===== src/rtl/apb_completer.sv =====
// APB completer with a small register bank, programmable wait states and PSLVERR.
// Register 0 is brought out as ctrl_out; the top two addresses are read-only WCNT and ID.
module apb_completer #(
  parameter int                ADDR_W      = 8,
  parameter int                DATA_W      = 8,
  parameter int                NUM_REGS    = 16,
  parameter int                WAIT_CYCLES = 1,
  parameter logic [DATA_W-1:0] ID_VALUE    = 'hA5
) (
  input  logic              pclk,
  input  logic              presetn,
  input  logic              psel,
  input  logic              penable,
  input  logic              pwrite,
  input  logic [ADDR_W-1:0] paddr,
  input  logic [DATA_W-1:0] pwdata,
  output logic              pready,
  output logic [DATA_W-1:0] prdata,
  output logic              pslverr,
  output logic [DATA_W-1:0] ctrl_out
);

  localparam int IDX_W  = $clog2(NUM_REGS);
  localparam int NUM_RW = NUM_REGS - 2;

  localparam logic [ADDR_W:0]  NUM_REGS_A = (ADDR_W+1)'(NUM_REGS);
  localparam logic [IDX_W-1:0] WCNT_IDX   = IDX_W'(NUM_REGS - 2);
  localparam logic [IDX_W-1:0] ID_IDX     = IDX_W'(NUM_REGS - 1);

  localparam logic [0:0] S_IDLE   = 1'b0;
  localparam logic [0:0] S_ACCESS = 1'b1;

  logic [0:0]        state_q, state_d;
  logic [3:0]        cnt_q, cnt_d;
  logic [ADDR_W-1:0] addr_q, addr_d;
  logic              write_q, write_d;
  logic [DATA_W-1:0] wdata_q, wdata_d;
  logic [7:0]        wcnt_q, wcnt_d;

  logic [NUM_RW-1:0][DATA_W-1:0] regs_q, regs_d;

  logic              xfer_done;
  logic              in_range;
  logic              is_rw;
  logic              err;
  logic              wr_en;
  logic [IDX_W-1:0]  idx;
  logic [DATA_W-1:0] rdata;

  // Completion is purely combinational so pready lands in the right access cycle.
  assign xfer_done = (state_q == S_ACCESS) && psel && penable && (cnt_q == 4'd0);

  always_comb begin
    state_d = state_q;
    cnt_d   = cnt_q;
    addr_d  = addr_q;
    write_d = write_q;
    wdata_d = wdata_q;
    case (state_q)
      S_IDLE: begin
        if (psel && !penable) begin
          addr_d  = paddr;
          write_d = pwrite;
          wdata_d = pwdata;
          cnt_d   = 4'(WAIT_CYCLES);
          state_d = S_ACCESS;
        end
      end
      S_ACCESS: begin
        if (!psel) begin
          // Master abandoned the transfer: no write, no response.
          state_d = S_IDLE;
          cnt_d   = 4'd0;
        end else if (penable) begin
          if (cnt_q != 4'd0) cnt_d   = cnt_q - 4'd1;
          else               state_d = S_IDLE;
        end
      end
      default: begin
        state_d = S_IDLE;
        cnt_d   = 4'd0;
      end
    endcase
  end

  // Any non-zero upper address bit pushes the address out of range.
  assign in_range = {1'b0, addr_q} < NUM_REGS_A;
  assign idx      = addr_q[IDX_W-1:0];
  assign is_rw    = in_range && (idx < WCNT_IDX);
  assign err      = !in_range || (write_q && !is_rw);
  assign wr_en    = xfer_done && write_q && !err;

  always_comb begin
    rdata = '0;
    if (idx == ID_IDX) begin
      rdata = ID_VALUE;
    end else if (idx == WCNT_IDX) begin
      rdata = DATA_W'(wcnt_q);
    end else begin
      for (int i = 0; i < NUM_RW; i++) begin
        if (idx == IDX_W'(i)) rdata = regs_q[i];
      end
    end
  end

  always_comb begin
    regs_d = regs_q;
    if (wr_en) begin
      for (int i = 0; i < NUM_RW; i++) begin
        if (idx == IDX_W'(i)) regs_d[i] = wdata_q;
      end
    end
  end

  assign wcnt_d = wr_en ? wcnt_q + 8'd1 : wcnt_q;

  always_ff @(posedge pclk or negedge presetn) begin
    if (!presetn) begin
      state_q <= S_IDLE;
      cnt_q   <= 4'd0;
      addr_q  <= '0;
      write_q <= 1'b0;
      wdata_q <= '0;
      wcnt_q  <= 8'd0;
      regs_q  <= '0;
    end else begin
      state_q <= state_d;
      cnt_q   <= cnt_d;
      addr_q  <= addr_d;
      write_q <= write_d;
      wdata_q <= wdata_d;
      wcnt_q  <= wcnt_d;
      regs_q  <= regs_d;
    end
  end

  assign pready   = xfer_done;
  assign pslverr  = xfer_done && err;
  assign prdata   = (xfer_done && !write_q && !err) ? rdata : '0;
  assign ctrl_out = regs_q[0];

endmodule


===== config.mk =====
export PLATFORM = sky130hd
export DESIGN_NAME = apb_completer
export DESIGN_NICKNAME = d
export VERILOG_FILES = /design/src/rtl/apb_completer.sv
export SDC_FILE = /design/constraint.sdc
export NUM_CORES = 1
export LEC_CHECK = 0
export BUFFER_PORTS_ARGS = -buffer_cell sky130_fd_sc_hd__buf_4
export CORE_ASPECT_RATIO = 2
export CORE_MARGIN = 1
export CORE_UTILIZATION = 55
export CTS_CLUSTER_DIAMETER = 150
export CTS_CLUSTER_SIZE = 30
export DETAILED_ROUTE_END_ITERATION = 10
export PLACE_DENSITY_LB_ADDON = 0.15
export SETUP_SLACK_MARGIN = 0.4
export SYNTH_ARGS = -nofsm -noshare
export SYNTH_HDL_FRONTEND = slang
export SYNTH_SLANG_ARGS = --single-unit

===== constraint.sdc =====
create_clock -name pclk -period 2.3 [get_ports pclk]
set_clock_uncertainty 0.15 [all_clocks]
set_input_delay 0.46 -clock pclk [delete_from_list [all_inputs] [get_ports pclk]]
set_output_delay 0.46 -clock pclk [all_outputs]
set_load 0.005 [all_outputs]

==> parameters.txt <==
Parameter                              Value

Outcome
  Outcome    complete, but fails checks
  Violations in the final reports    setup timing

Pwr
  Total power after layout    7.553 mW
  VDD IR max    607.4 µV
  Leakage power    4.857 nW
  Cell Pwr Density    709.3 mW/mm²

Clocking
  Library cell used as clock root buffer    sky130_fd_sc_hd__clkbuf_16
  Worst-Skew Late Latency    0.43 ns
  Clock Pin Slew Worst Setup and Hold Paths    0.07 ns
  Max clock buf depth    2
  Level count of the clock H-tree    4
  Number of clock buffers inserted by TritonCTS    17
  CTS tree    done
  Clock Sinks    142

Setup path
  Kind of end point of the critical path    output pin
  Arrival time at the worst endpoint    2.44 ns
  Max stage delay on crit path    0.44 ns
  Crit path buf inv count    5
  Cells traversed along the worst timing path    buf_12, buf_12, buf_12, mux2i_4, a221oi_2, buf_4, a31oi_4, nor4_2, buf_4
  CP required    1.69 ns
  Category of the critical setup timing path    register to output pin
  Crit path max fanout    7
  Dominant delay contributor by cell family on the critical path    buffers and inverters
  Cell type with the highest occurrence count on the critical path    sky130_fd_sc_hd__buf_12
  Cell at the slowest stage of the critical path    sky130_fd_sc_hd__dfrtp_2
  Crit start category    register

Die
  Width of the chip    83.15 µm
  Vertical die dimension    164.3 µm
  Area of the core region    0.01292 mm²
  I/O Pins    39
  Number of placement rows    59
  Starting utilization of the core area    56.07%
  DIE AREA    0.01366 mm²

Layout
  End-of-flow core utilization    82.43%
  Layout-stage area growth over the synthesis result    47.02%
  Most frequent cells in the layout    138 x sky130_fd_sc_hd__dfrtp_1, 130 x sky130_fd_sc_hd__buf_4, 112 x sky130_fd_sc_hd__mux2_4, 40 x sky130_fd_sc_hd__buf_6, 22 x sky130_fd_sc_hd__nor2_1
  Share of final-layout standard cells stronger than drive strength 1    60.52%
  Antenna Diode Count    0
  Final std cells w/o fill    922
  Nets    780
  Leading cell type in the layout, fill and taps excluded    sky130_fd_sc_hd__dfrtp_1
  Final std cell area, no fill    0.01065 mm²

Synthesis
  Number of enable-type register cells in the synthesized netlist    0
  Post-synthesis area per instance    12.17 µm²
  Arithmetic-cell share of the synthesized area counting full adders, half adders and majority gates    0.3455%
  Post-synth net total    618
  Share of the yosys chip area belonging to registers    49.06%
  Most common flop cell mapped by yosys    sky130_fd_sc_hd__dfrtp_1
  Portion of synthesized cell area occupied by the leading cell type    49.06%
  Cell Area, Synth    0.007243 mm²
  Warnings, synthesis    0
  Synthesized-area fraction occupied by ao, oa, aoi and oai cells    8.395%
  Simple-Gate Fraction of Synth Area    12.68%
  Number of library cell types mapped by synthesis    61
  Share of the synthesized netlist area taken by xor and xnor gates    0.9674%
  Mux cell area share after synthesis    24.44%
  Flops & latches, synth    142
  Biggest area consumer among synthesized cells    sky130_fd_sc_hd__dfrtp_1
  Largest family of logic cells by synthesized area    multiplexers
  Async SR Flop Fraction    100.0%
  Cell types occupying the most area after synthesis    sky130_fd_sc_hd__dfrtp_1 49%, sky130_fd_sc_hd__mux2_2 20%, sky130_fd_sc_hd__mux2i_1 2.2%
  Count of mapped cells out of synthesis    595

GRT
  GRT Total Usage    34.87%
  Met2 routing resource usage after global routing    60.62%
  Met3 demand-to-capacity share in global routing    4.874%
  Global route total overflow    0
  Vias in the first global route    6326
  Number of antenna violations at the first check in global routing    0
  First-pass GRT wire length    35650 µm
  Met1 Usage GRT    39.00%
  Maximum number of pins on one net before global-route repair    73
  Layer carrying the most global-route usage    met2

Timing
  Fin worst setup slack    -0.7520 ns
  Period minus WS final    3.052 ns
  Post-Route Hold Slack    0.1025 ns
  Max-slew violation count    0
  Transition time at the pin with the least slew margin    0.8454 ns
  Worst slew margin    43.64%
  Number of setup violations in the final report    107
  Timing-limited maximum frequency    327.7 MHz
  Final TNS setup    -14.21 ns
  RSZ-0062 raised after global routing    true
  Final-report hold violation count    0
  Final period utilization    132.7%

Job
  Max Cap Viol    0

Place
  Number of cells in the design after placement    851
  Post-place instance area    0.008775 mm²
  Gp weighted congestion    0.9244
  Number of buffer cells added on primary ports    38
  Minimum setup slack after placement    -0.2591 ns
  DP HPWL    15550 µm

Routing
  Aggregate routed wire length    24610 µm
  First-pass iteration count of the detailed router    5
  Residual antenna-violating net count after detailed routing    0
  Average wire length per cell after detail routing    26.69 µm
  DRC violations left    0
  Via Count    5936
  DRC marker count from the first detailed-route iteration    496
  Detail-routed via count per cell    6.438

Hold path
  Class of the most critical hold timing path    input pin to register
-- cells by family (layout without fill, tap and decap cells) --
family / after synthesis / count (layout)
buffers and inverters: 61 / 236
XOR/XNOR: 8 / 8
flip-flops: 142 / 142
AO/OA/AOI/OAI: 89 / 89
adder cells (fa/ha/maj): 2 / 2
multiplexers: 153 / 153
AND/OR/NAND/NOR: 140 / 140
-- routing by layer --
metal,part of all wire (%),up-vias
li1,-,2510
met2,52,244
met5,0,-
met3,3.4,116
met4,7.3,0
met1,37,3066
-- power by group --
group | switching, mW | internal, mW | leakage [nW] | total (mW)
registers | 0.245 | 2.58 | 1.94 | 2.83
clock network | 1.23 | 1.53 | 0.272 | 2.76
logic | 1.01 | 0.954 | 2.65 | 1.97
total | 2.49 | 5.07 | 4.86 | 7.55
-- cell usage after synthesis (5+ instances only) --
library cell,instances
sky130_fd_sc_hd__dfrtp_1,142
sky130_fd_sc_hd__mux2_2,130
sky130_fd_sc_hd__nand2_1,26
sky130_fd_sc_hd__nor2_1,23
sky130_fd_sc_hd__a21oi_1,16
sky130_fd_sc_hd__buf_2,16
sky130_fd_sc_hd__mux2i_1,16
sky130_fd_sc_hd__o21ai_0,16
sky130_fd_sc_hd__clkbuf_1,13
sky130_fd_sc_hd__inv_1,11
sky130_fd_sc_hd__nor2b_1,11
sky130_fd_sc_hd__o22ai_1,11
sky130_fd_sc_hd__buf_1,10
sky130_fd_sc_hd__nand2b_1,10
sky130_fd_sc_hd__nand3_1,10
sky130_fd_sc_hd__buf_4,9
sky130_fd_sc_hd__nor3_1,8
sky130_fd_sc_hd__nor3_4,8
sky130_fd_sc_hd__mux4_2,6
sky130_fd_sc_hd__and3_1,5
sky130_fd_sc_hd__nor4_1,5
sky130_fd_sc_hd__o221ai_1,5
sky130_fd_sc_hd__xnor2_1,5
-- area by class of cell --
type,instances,area [µm²]
well taps,152,190.2
clock buffers,18,429.2
repair buffers,193,1867
multi-input cells,392,4414
clock inverters,14,148.9
inverters,11,41.29
fillers,668,2270
flip-flops and latches,142,3558
-- flip-flops by register name, indices dropped and copies added, names as in the netlist --
register / count
regs_q: 104
addr_q: 8
ctrl_out: 8
wcnt_q: 8
wdata_q: 8
cnt_q: 4
state_q: 1
write_q: 1
-- path summary, 6_finish.rpt --
check | from | to | slack, ns | cells past startpoint
setup / recovery | addr_q[1] | prdata[3] | -0.75 | 9
hold / removal | pwdata[3] | wdata_q[3] | 0.10 | 2
setup reg to reg | cnt_q[3] | regs_q[100] | -0.19 | 8
hold reg to reg | regs_q[32] | regs_q[32] | 0.36 | 1
max in group asynchronous | presetn | ctrl_out[4] | 0.84 | 3
min in group asynchronous | presetn | wdata_q[3] | 0.46 | 2
-- repair_timing --
| item | CTS | global route |
|---|---|---|
| endpoints found under the hold margin | 68 | 0 |
| resized for setup | 118 | 99 |
| buffers inserted | 21 | 16 |
| cloned | 0 | 1 |
| pin swaps | 17 | 36 |
| hold buffers | 1 | 0 |
| endpoints found under the setup margin | 131 | 131 |
No activity file was read; power rests on OpenSTA's default activity.
